[src/rtl/lab2_proc_mem_squash_pkg.sv]
// Shared types and helpers for the memory squash controller.
package lab2_proc_mem_squash_pkg;

  typedef enum logic [1:0] {
    IDLE  = 2'd0,
    BUSY  = 2'd1,
    DRAIN = 2'd2
  } c_state_t;

  // Bits needed to hold a count in the range 0..max inclusive.
  function automatic int cnt_nbits(input int max);
    return $clog2(max + 1);
  endfunction

endpackage

[src/rtl/lab2_proc_mem_squash_updown.sv]
// Up/down counter with load. Load has priority over increment/decrement;
// a simultaneous increment and decrement leaves the count unchanged.
module lab2_proc_mem_squash_updown
  import lab2_proc_mem_squash_pkg::*;
#(
  parameter int p_nbits = 2
) (
  input  logic               clk,
  input  logic               reset,
  input  logic               load,
  input  logic [p_nbits-1:0] load_val,
  input  logic               inc,
  input  logic               dec,
  output logic [p_nbits-1:0] count
);

  // Count register: clear on reset, otherwise load or step.
  always_ff @(posedge clk) begin
    if (reset)
      count <= '0;
    else if (load)
      count <= load_val;
    else
      count <= count + p_nbits'(inc) - p_nbits'(dec);
  end

endmodule

[src/rtl/lab2_proc_mem_squash_ctrl.sv]
// Squash controller for in-flight memory requests. Tracks outstanding
// requests, marks older ones as wrong-path on squash, and drives the drop
// unit so each marked response is discarded exactly once. Also stalls new
// requests when the outstanding limit is reached.
// Optional build macro LAB2_PROC_MEM_SQUASH_STATS_EN adds saturating
// counters of dropped responses and squash cycles.
module lab2_proc_mem_squash_ctrl
  import lab2_proc_mem_squash_pkg::*;
#(
  parameter  int p_max_inflight = 2,
  localparam int c_cnt_nbits    = cnt_nbits(p_max_inflight)
) (
  input  logic                   clk,
  input  logic                   reset,
  input  logic                   memreq_go,
  input  logic                   memresp_val,
  input  logic                   memresp_go,
  input  logic                   squash,
  output logic                   drop,
  output logic                   memreq_stall,
  output logic [c_cnt_nbits-1:0] inflight,
  output logic [c_cnt_nbits-1:0] drop_cnt,
  output logic                   busy
`ifdef LAB2_PROC_MEM_SQUASH_STATS_EN
  ,
  output logic [15:0]            stat_drops,
  output logic [15:0]            stat_squashes
`endif
);

  logic [c_cnt_nbits-1:0] inflight_next;
  logic [c_cnt_nbits-1:0] drop_cnt_next;
  logic                   drop_dec;
  c_state_t               state, state_next;

  // Marked responses are consumed only when actually accepted, so a
  // backpressured response keeps drop high without touching the count.
  assign drop_dec     = memresp_go && (drop_cnt != '0);
  assign drop         = memresp_val && ((drop_cnt != '0) || squash);
  assign memreq_stall = (inflight == c_cnt_nbits'(p_max_inflight));
  assign busy         = (state != IDLE);

  // Next counter values; drive both the squash reload and the FSM.
  always_comb begin
    inflight_next = inflight + c_cnt_nbits'(memreq_go) - c_cnt_nbits'(memresp_go);
    drop_cnt_next = drop_cnt;
    if (squash)
      drop_cnt_next = inflight_next;
    else if (drop_dec)
      drop_cnt_next = drop_cnt - 1'b1;
  end

  lab2_proc_mem_squash_updown #(.p_nbits(c_cnt_nbits)) u_inflight (
    .clk      (clk),
    .reset    (reset),
    .load     (1'b0),
    .load_val ('0),
    .inc      (memreq_go),
    .dec      (memresp_go),
    .count    (inflight)
  );

  // A squash re-marks everything still outstanding, so the drop count is
  // reloaded rather than accumulated; repeated squashes never double count.
  lab2_proc_mem_squash_updown #(.p_nbits(c_cnt_nbits)) u_drop_cnt (
    .clk      (clk),
    .reset    (reset),
    .load     (squash),
    .load_val (inflight_next),
    .inc      (1'b0),
    .dec      (drop_dec),
    .count    (drop_cnt)
  );

  // FSM state register.
  always_ff @(posedge clk) begin
    if (reset)
      state <= IDLE;
    else
      state <= state_next;
  end

  // Next state follows the next counter values.
  always_comb begin
    state_next = IDLE;
    if (drop_cnt_next != '0)
      state_next = DRAIN;
    else if (inflight_next != '0)
      state_next = BUSY;
  end

`ifdef LAB2_PROC_MEM_SQUASH_STATS_EN
  // Saturating event counters for dropped responses and squash cycles.
  always_ff @(posedge clk) begin
    if (reset) begin
      stat_drops    <= '0;
      stat_squashes <= '0;
    end else begin
      if (memresp_go && drop && (stat_drops != 16'hFFFF))
        stat_drops <= stat_drops + 16'd1;
      if (squash && (stat_squashes != 16'hFFFF))
        stat_squashes <= stat_squashes + 16'd1;
    end
  end
`endif

`ifndef SYNTHESIS
  a_req_while_stall: assert property (@(posedge clk) disable iff (reset)
    !(memreq_go && memreq_stall));
  a_resp_while_empty: assert property (@(posedge clk) disable iff (reset)
    !(memresp_go && (inflight == '0)));
  a_drop_cnt_le_inflight: assert property (@(posedge clk) disable iff (reset)
    drop_cnt <= inflight);
`endif

endmodule
[config.mk]
export PLATFORM = sky130hd
export DESIGN_NAME = lab2_proc_mem_squash_ctrl
export DESIGN_NICKNAME = d
export VERILOG_FILES = /design/src/rtl/lab2_proc_mem_squash_pkg.sv /design/src/rtl/lab2_proc_mem_squash_updown.sv /design/src/rtl/lab2_proc_mem_squash_ctrl.sv
export SDC_FILE = /design/constraint.sdc
export NUM_CORES = 1
export LEC_CHECK = 0
export CAP_MARGIN = 40
export CORE_AREA = 4 4 41 43
export DETAILED_ROUTE_END_ITERATION = 7
export DIE_AREA = 0 0 45 47
export PLACE_DENSITY_LB_ADDON = 0.25
export SYNTH_ARGS = -nofsm -noshare
export SYNTH_HDL_FRONTEND = slang
export SYNTH_HIERARCHICAL = 1
export SYNTH_SLANG_ARGS = --single-unit
[constraint.sdc]
create_clock -name clk -period 1.93 [get_ports clk]
set_clock_uncertainty 0.1 [all_clocks]
set_input_delay 0.193 -clock clk [delete_from_list [all_inputs] [get_ports clk]]
set_output_delay 0.193 -clock clk [all_outputs]
set_load 0.005 [all_outputs]
* Word level (Yosys, flattened, before mapping)
Index checks and enable logic that the tools add are counted.
** Word-level totals
- Register bits after elaboration :: 6
- Input port bits :: 6
- Output and inout bits :: 7
- Logic and storage cells :: 22
** Operators by class
- $add $sub $neg :: 4
- Eq/ne operators :: 1
- Mux-type cells :: 5
- Reductions and logical operators :: 8
** Operators by type and width (count)
- 2-bit two-way mux :: 4
- 2-bit nonzero test :: 4
- 2-bit by 1-bit subtractor with 2-bit output :: 2
- 2-bit by 1-bit adder with 2-bit output :: 1
- 2-bit equality test (second input constant) :: 1
- 1-bit logical AND :: 2
- 2-bit OR reduction :: 1
- 2-bit by 1-bit subtractor with 2-bit output (second input constant) :: 1
- 1-bit logical OR :: 1
- 1-bit two-way mux :: 1

* Longest topological paths before layout
- Word-level depth :: 6
- Mapped depth :: 9
- Mapped depth without buffers :: 9

* Modules after synthesis
The synthesis kept the hierarchy.
** By module, submodules not included
- lab2_proc_mem_squash_updown :: instances 2, cells each 11, area an instance 123.9 µm², sequential area each 40.0 µm²
- lab2_proc_mem_squash_ctrl :: instances 1, cells each 23, area an instance 200.2 µm², sequential area each 40.0 µm²

* Worst setup path before layout
No wires, ideal clock.
- Kind :: reg2reg
- From :: register u_drop_cnt.count[0]
- To :: register u_drop_cnt.count[1]
- Library setup time :: 0.114 ns
- Arrival time :: 1.464 ns
- Required time :: 1.716 ns
- Path slack :: 0.251 ns
- Stages on the path, launching flop included :: 8
- Path buffers :: 0
- Clock period less this slack :: 1.679 ns
- Cell sequence :: dfxtp_1 > inv_1 > ha_1 > nor2b_1 > ha_1 > xor3_1 > mux2i_1 > nor2_1
** On the way
- Longest elaborated chain between the ends :: 4
** Ends and longest elaborated chain
- from (decl) :: line lab2_proc_mem_squash_updown.sv:14 : output logic [p_nbits-1:0] count
- from (signal assigned) :: line lab2_proc_mem_squash_updown.sv:22 : count <= load_val;
- from (signal assigned) :: line lab2_proc_mem_squash_updown.sv:24 : count <= count + p_nbits'(inc) - p_nbits'(dec);
- 2-bit nonzero test :: line lab2_proc_mem_squash_ctrl.sv:38 : assign drop_dec = memresp_go && (drop_cnt != '0);
- 1-bit logical AND :: line lab2_proc_mem_squash_ctrl.sv:38
- via drop_dec :: line lab2_proc_mem_squash_ctrl.sv:33 : logic drop_dec;
- 2-bit by 1-bit subtractor with 2-bit output :: line lab2_proc_mem_squash_updown.sv:24
- 2-bit two-way mux :: line lab2_proc_mem_squash_updown.sv:21 : else if (load)
The timed path passes the listed nets, and every way through them passes these cells.
A chain may end at the register's enable or synchronous reset.

* Worst setup path in the final report
- From :: register u_drop_cnt.count[1]
- To :: output port drop
** On the way
- Longest elaborated chain between the ends :: 3
** Ends and longest elaborated chain
- 2-bit nonzero test :: line lab2_proc_mem_squash_ctrl.sv:39 : assign drop = memresp_val && ((drop_cnt != '0) || squash);
- 1-bit logical OR :: line lab2_proc_mem_squash_ctrl.sv:39
- 1-bit logical AND :: line lab2_proc_mem_squash_ctrl.sv:39
- to (decl) :: line lab2_proc_mem_squash_ctrl.sv:19 : output logic drop,
No other way between the ends.

==> results by group <==
Floorplanning
  – Die area: 2120 um2
  – Initial cell density of the core: 0.344
  – Die outline height: 47 um
  – Number of I/O pins: 13
  – CORE AREA: 1300 um2
  – Die width: 45 um
  – Number of placement rows: 13

Min path
  – Type of the tightest min-delay check: in2reg

Clocking
  – CTS tree: done
  – Clock-pin slew reported for the worst setup and hold paths after clock tree synthesis: 0.05 ns
  – Number of levels in the clock H-tree: 1
  – Buffers from clock root to sink, at most: 2
  – Clock buffer count from CTS: 3
  – Root buf cell: sky130_fd_sc_hd__clkbuf_4
  – Clock network latency to the later pin of the worst-skew pair: 0.25 ns
  – CTS sink cnt: 6

Timing
  – Final worst slack: 0.164 ns
  – Max Fclk: 0.566 GHz
  – # setup viols final: 0
  – Final period utilization: 0.915
  – Worst hold margin: 0.489 ns
  – Final hold violations: 0
  – Final max-slew violation count: 0
  – Min Tclk post-route: 1.77 ns
  – Setup repair after global routing missed its margin: false
  – Setup TNS: 0 ns

Placement
  – Final RePlAce weighted congestion: 0.660
  – Total half-perimeter wirelength after legalization and detailed placement: 619 um
  – Post-placement worst setup slack: 0.0103 ns
  – Cell count after placement: 79
  – Port bufs: 12
  – Placed inst area: 624 um2

Drt
  – Final wirelength: 737 um
  – Vias per std cell: 4.22
  – Initial drt markers: 11
  – Vias after detailed routing: 346
  – Final antenna-violating net count: 0
  – Number of search-and-repair iterations in the first detailed-routing pass: 4
  – Routed len/inst: 8.99 um
  – # DRC: 0

Global routing
  – Antenna violations before repair: 0
  – Overall overflow remaining after global route: 0
  – Vias in the first global route: 302
  – Global-route wire length before repair: 1260 um
  – Pin count of the biggest net entering global routing: 6
  – Total global-route track usage: 0.0884

Finish
  – Share of final-layout standard cells stronger than drive strength 1: 0.134
  – Non-filler cells, final: 82
  – Post-route cell area: 648 um2
  – Fin nets: 82
  – Filler cells: 141
  – P&R area growth vs syn: 44.7%
  – Total inserted antenna cells: 0

Logic synthesis
  – Flops & latches, synth: 6
  – Post-synth cell types: 17
  – Number of warnings reported in the yosys synthesis log: 6
  – Sequential share of the synthesized area: 0.268
  – Post-synthesis cell count: 45
  – Mapped cell area: 448 um2
  – Synthesized area per cell: 9.95 um2

Run status
  – Result of the run: finished, final reports clean

Worst setup path
  – CP startpoint kind: register
  – Sort of element at the end of the critical path: primary output
  – Crit Path Max Fanout: 4
  – Classification of the worst setup path: reg2out
  – Critical path arrival: 1.47 ns
  – Critical path data required time: 1.64 ns

Flow run
  – MaxCap Viol Count: 0

Pwr
  – Power density relative to cell area: 849 nW/um2
  – Leakage power: 0.326 nW
  – Max rail drop VDD: 0.516 mV
==> what timing repair did <==
action	CTS	global route
endpoints found under the setup margin	0	1
hold buffers	0	0
buffers inserted	0	0
gates resized for setup	0	2
endpoints found under the hold margin	0	0
==> cells in the mapped netlist, drive strengths merged <==
cell type	number	share of area
nor3	1	0.011
nor2b	2	0.028
or2	1	0.014
dfxtp	6	0.27
nand4b	1	0.020
inv	10	0.084
ha	7	0.20
xor3	3	0.16
o31a	1	0.020
nor2	4	0.034
o221a	1	0.025
o21ai	1	0.011
mux2i	4	0.089
a21boi	1	0.017
conb	1	0.0084
nand2b	1	0.014
==> final timing paths <==
| kind | end | cells after the start | slack, ns | from |
|---|---|---|---|---|
| worst min register to register | state[0] | 2 | 0.50 | u_drop_cnt/count[1] |
| worst max register to register | u_drop_cnt/count[1] | 7 | 0.19 | u_drop_cnt/count[1] |
| worst min-delay path | u_inflight/count[1] | 2 | 0.49 | reset |
| worst max-delay path | drop | 4 | 0.16 | u_drop_cnt/count[1] |
==> final cells by class <==
class	instances	area (um2)	share of cell area
Tap cell	15	18.8	0.0290
Multi-Input combinational cell	33	305	0.471
Clock buffer	3	22.5	0.0347
Inverter	10	37.5	0.0579
Sequential cell	6	121	0.187
Timing Repair Buffer	15	143	0.220
==> logic make-up after synthesis <==
| family | share of synthesized area |
|---|---|
| compound gates | 0.0726 |
| xor+xnor | 0.162 |
| fa+ha+maj | 0.196 |
| buf+inv | 0.0838 |
| flops | 0.268 |
| mux | 0.0894 |
| other cells | 0.00837 |
| simple gates | 0.120 |
==> cell usage in the layout (no fill, tap or decap) <==
cell type,netlist,final
sky130_fd_sc_hd__clkdlybuf4s50_1,0,12
sky130_fd_sc_hd__inv_1,10,10
sky130_fd_sc_hd__ha_1,7,7
sky130_fd_sc_hd__dfxtp_1,6,5
sky130_fd_sc_hd__conb_1,1,5
sky130_fd_sc_hd__mux2i_1,4,4
sky130_fd_sc_hd__nor2_1,4,4
sky130_fd_sc_hd__clkbuf_4,0,3
sky130_fd_sc_hd__buf_4,0,3
sky130_fd_sc_hd__nor2b_1,2,2
sky130_fd_sc_hd__xor3_1,2,2
sky130_fd_sc_hd__xor3_2,1,1
sky130_fd_sc_hd__a21boi_1,0,1
sky130_fd_sc_hd__or2_2,1,1
sky130_fd_sc_hd__nand4b_1,1,1
sky130_fd_sc_hd__o31a_1,1,1
sky130_fd_sc_hd__o21ai_1,1,1
sky130_fd_sc_hd__nor3_1,1,1
sky130_fd_sc_hd__nand2b_1,1,1
sky130_fd_sc_hd__o221a_1,1,1
sky130_fd_sc_hd__dfxtp_2,0,1
==> metal layers <==
layer  share of wire  vias to the layer above  global-route usage
li1                -                      190                   -
met3           0.069                        0              0.0613
met2            0.47                        9               0.121
met1            0.46                      147               0.107
met5               0                        -                   0
met4               0                        0              0.0351
==> critical path: stages, from the launching register on <==
cell and delay (ns):
sky130_fd_sc_hd__dfxtp_2 0.35, sky130_fd_sc_hd__inv_1 0.05, sky130_fd_sc_hd__ha_1 0.19, sky130_fd_sc_hd__a21boi_1 0.13, sky130_fd_sc_hd__clkdlybuf4s50_1 0.51
==> report_power, final <==
part / switching [mW] / internal (mW)
clock network: 0.0478 / 0.0705
registers: 0.0174 / 0.149
logic: 0.0925 / 0.173
==> stage by stage <==
step	power, mW	utilization
3_3_place_gp	0.433	0.480
5_1_grt	0.605	0.498
4_1_cts	0.562	0.497
2_1_floorplan	0.328	-
6_report	0.550	0.498
3_5_place_dp	0.435	0.480
==> registers in the layout, summed over array words and instances, names as in the netlist <==
signal	cells
state	2
u_drop_cnt/count	2
u_inflight/count	2
Power figures use the tool's default switching activity.
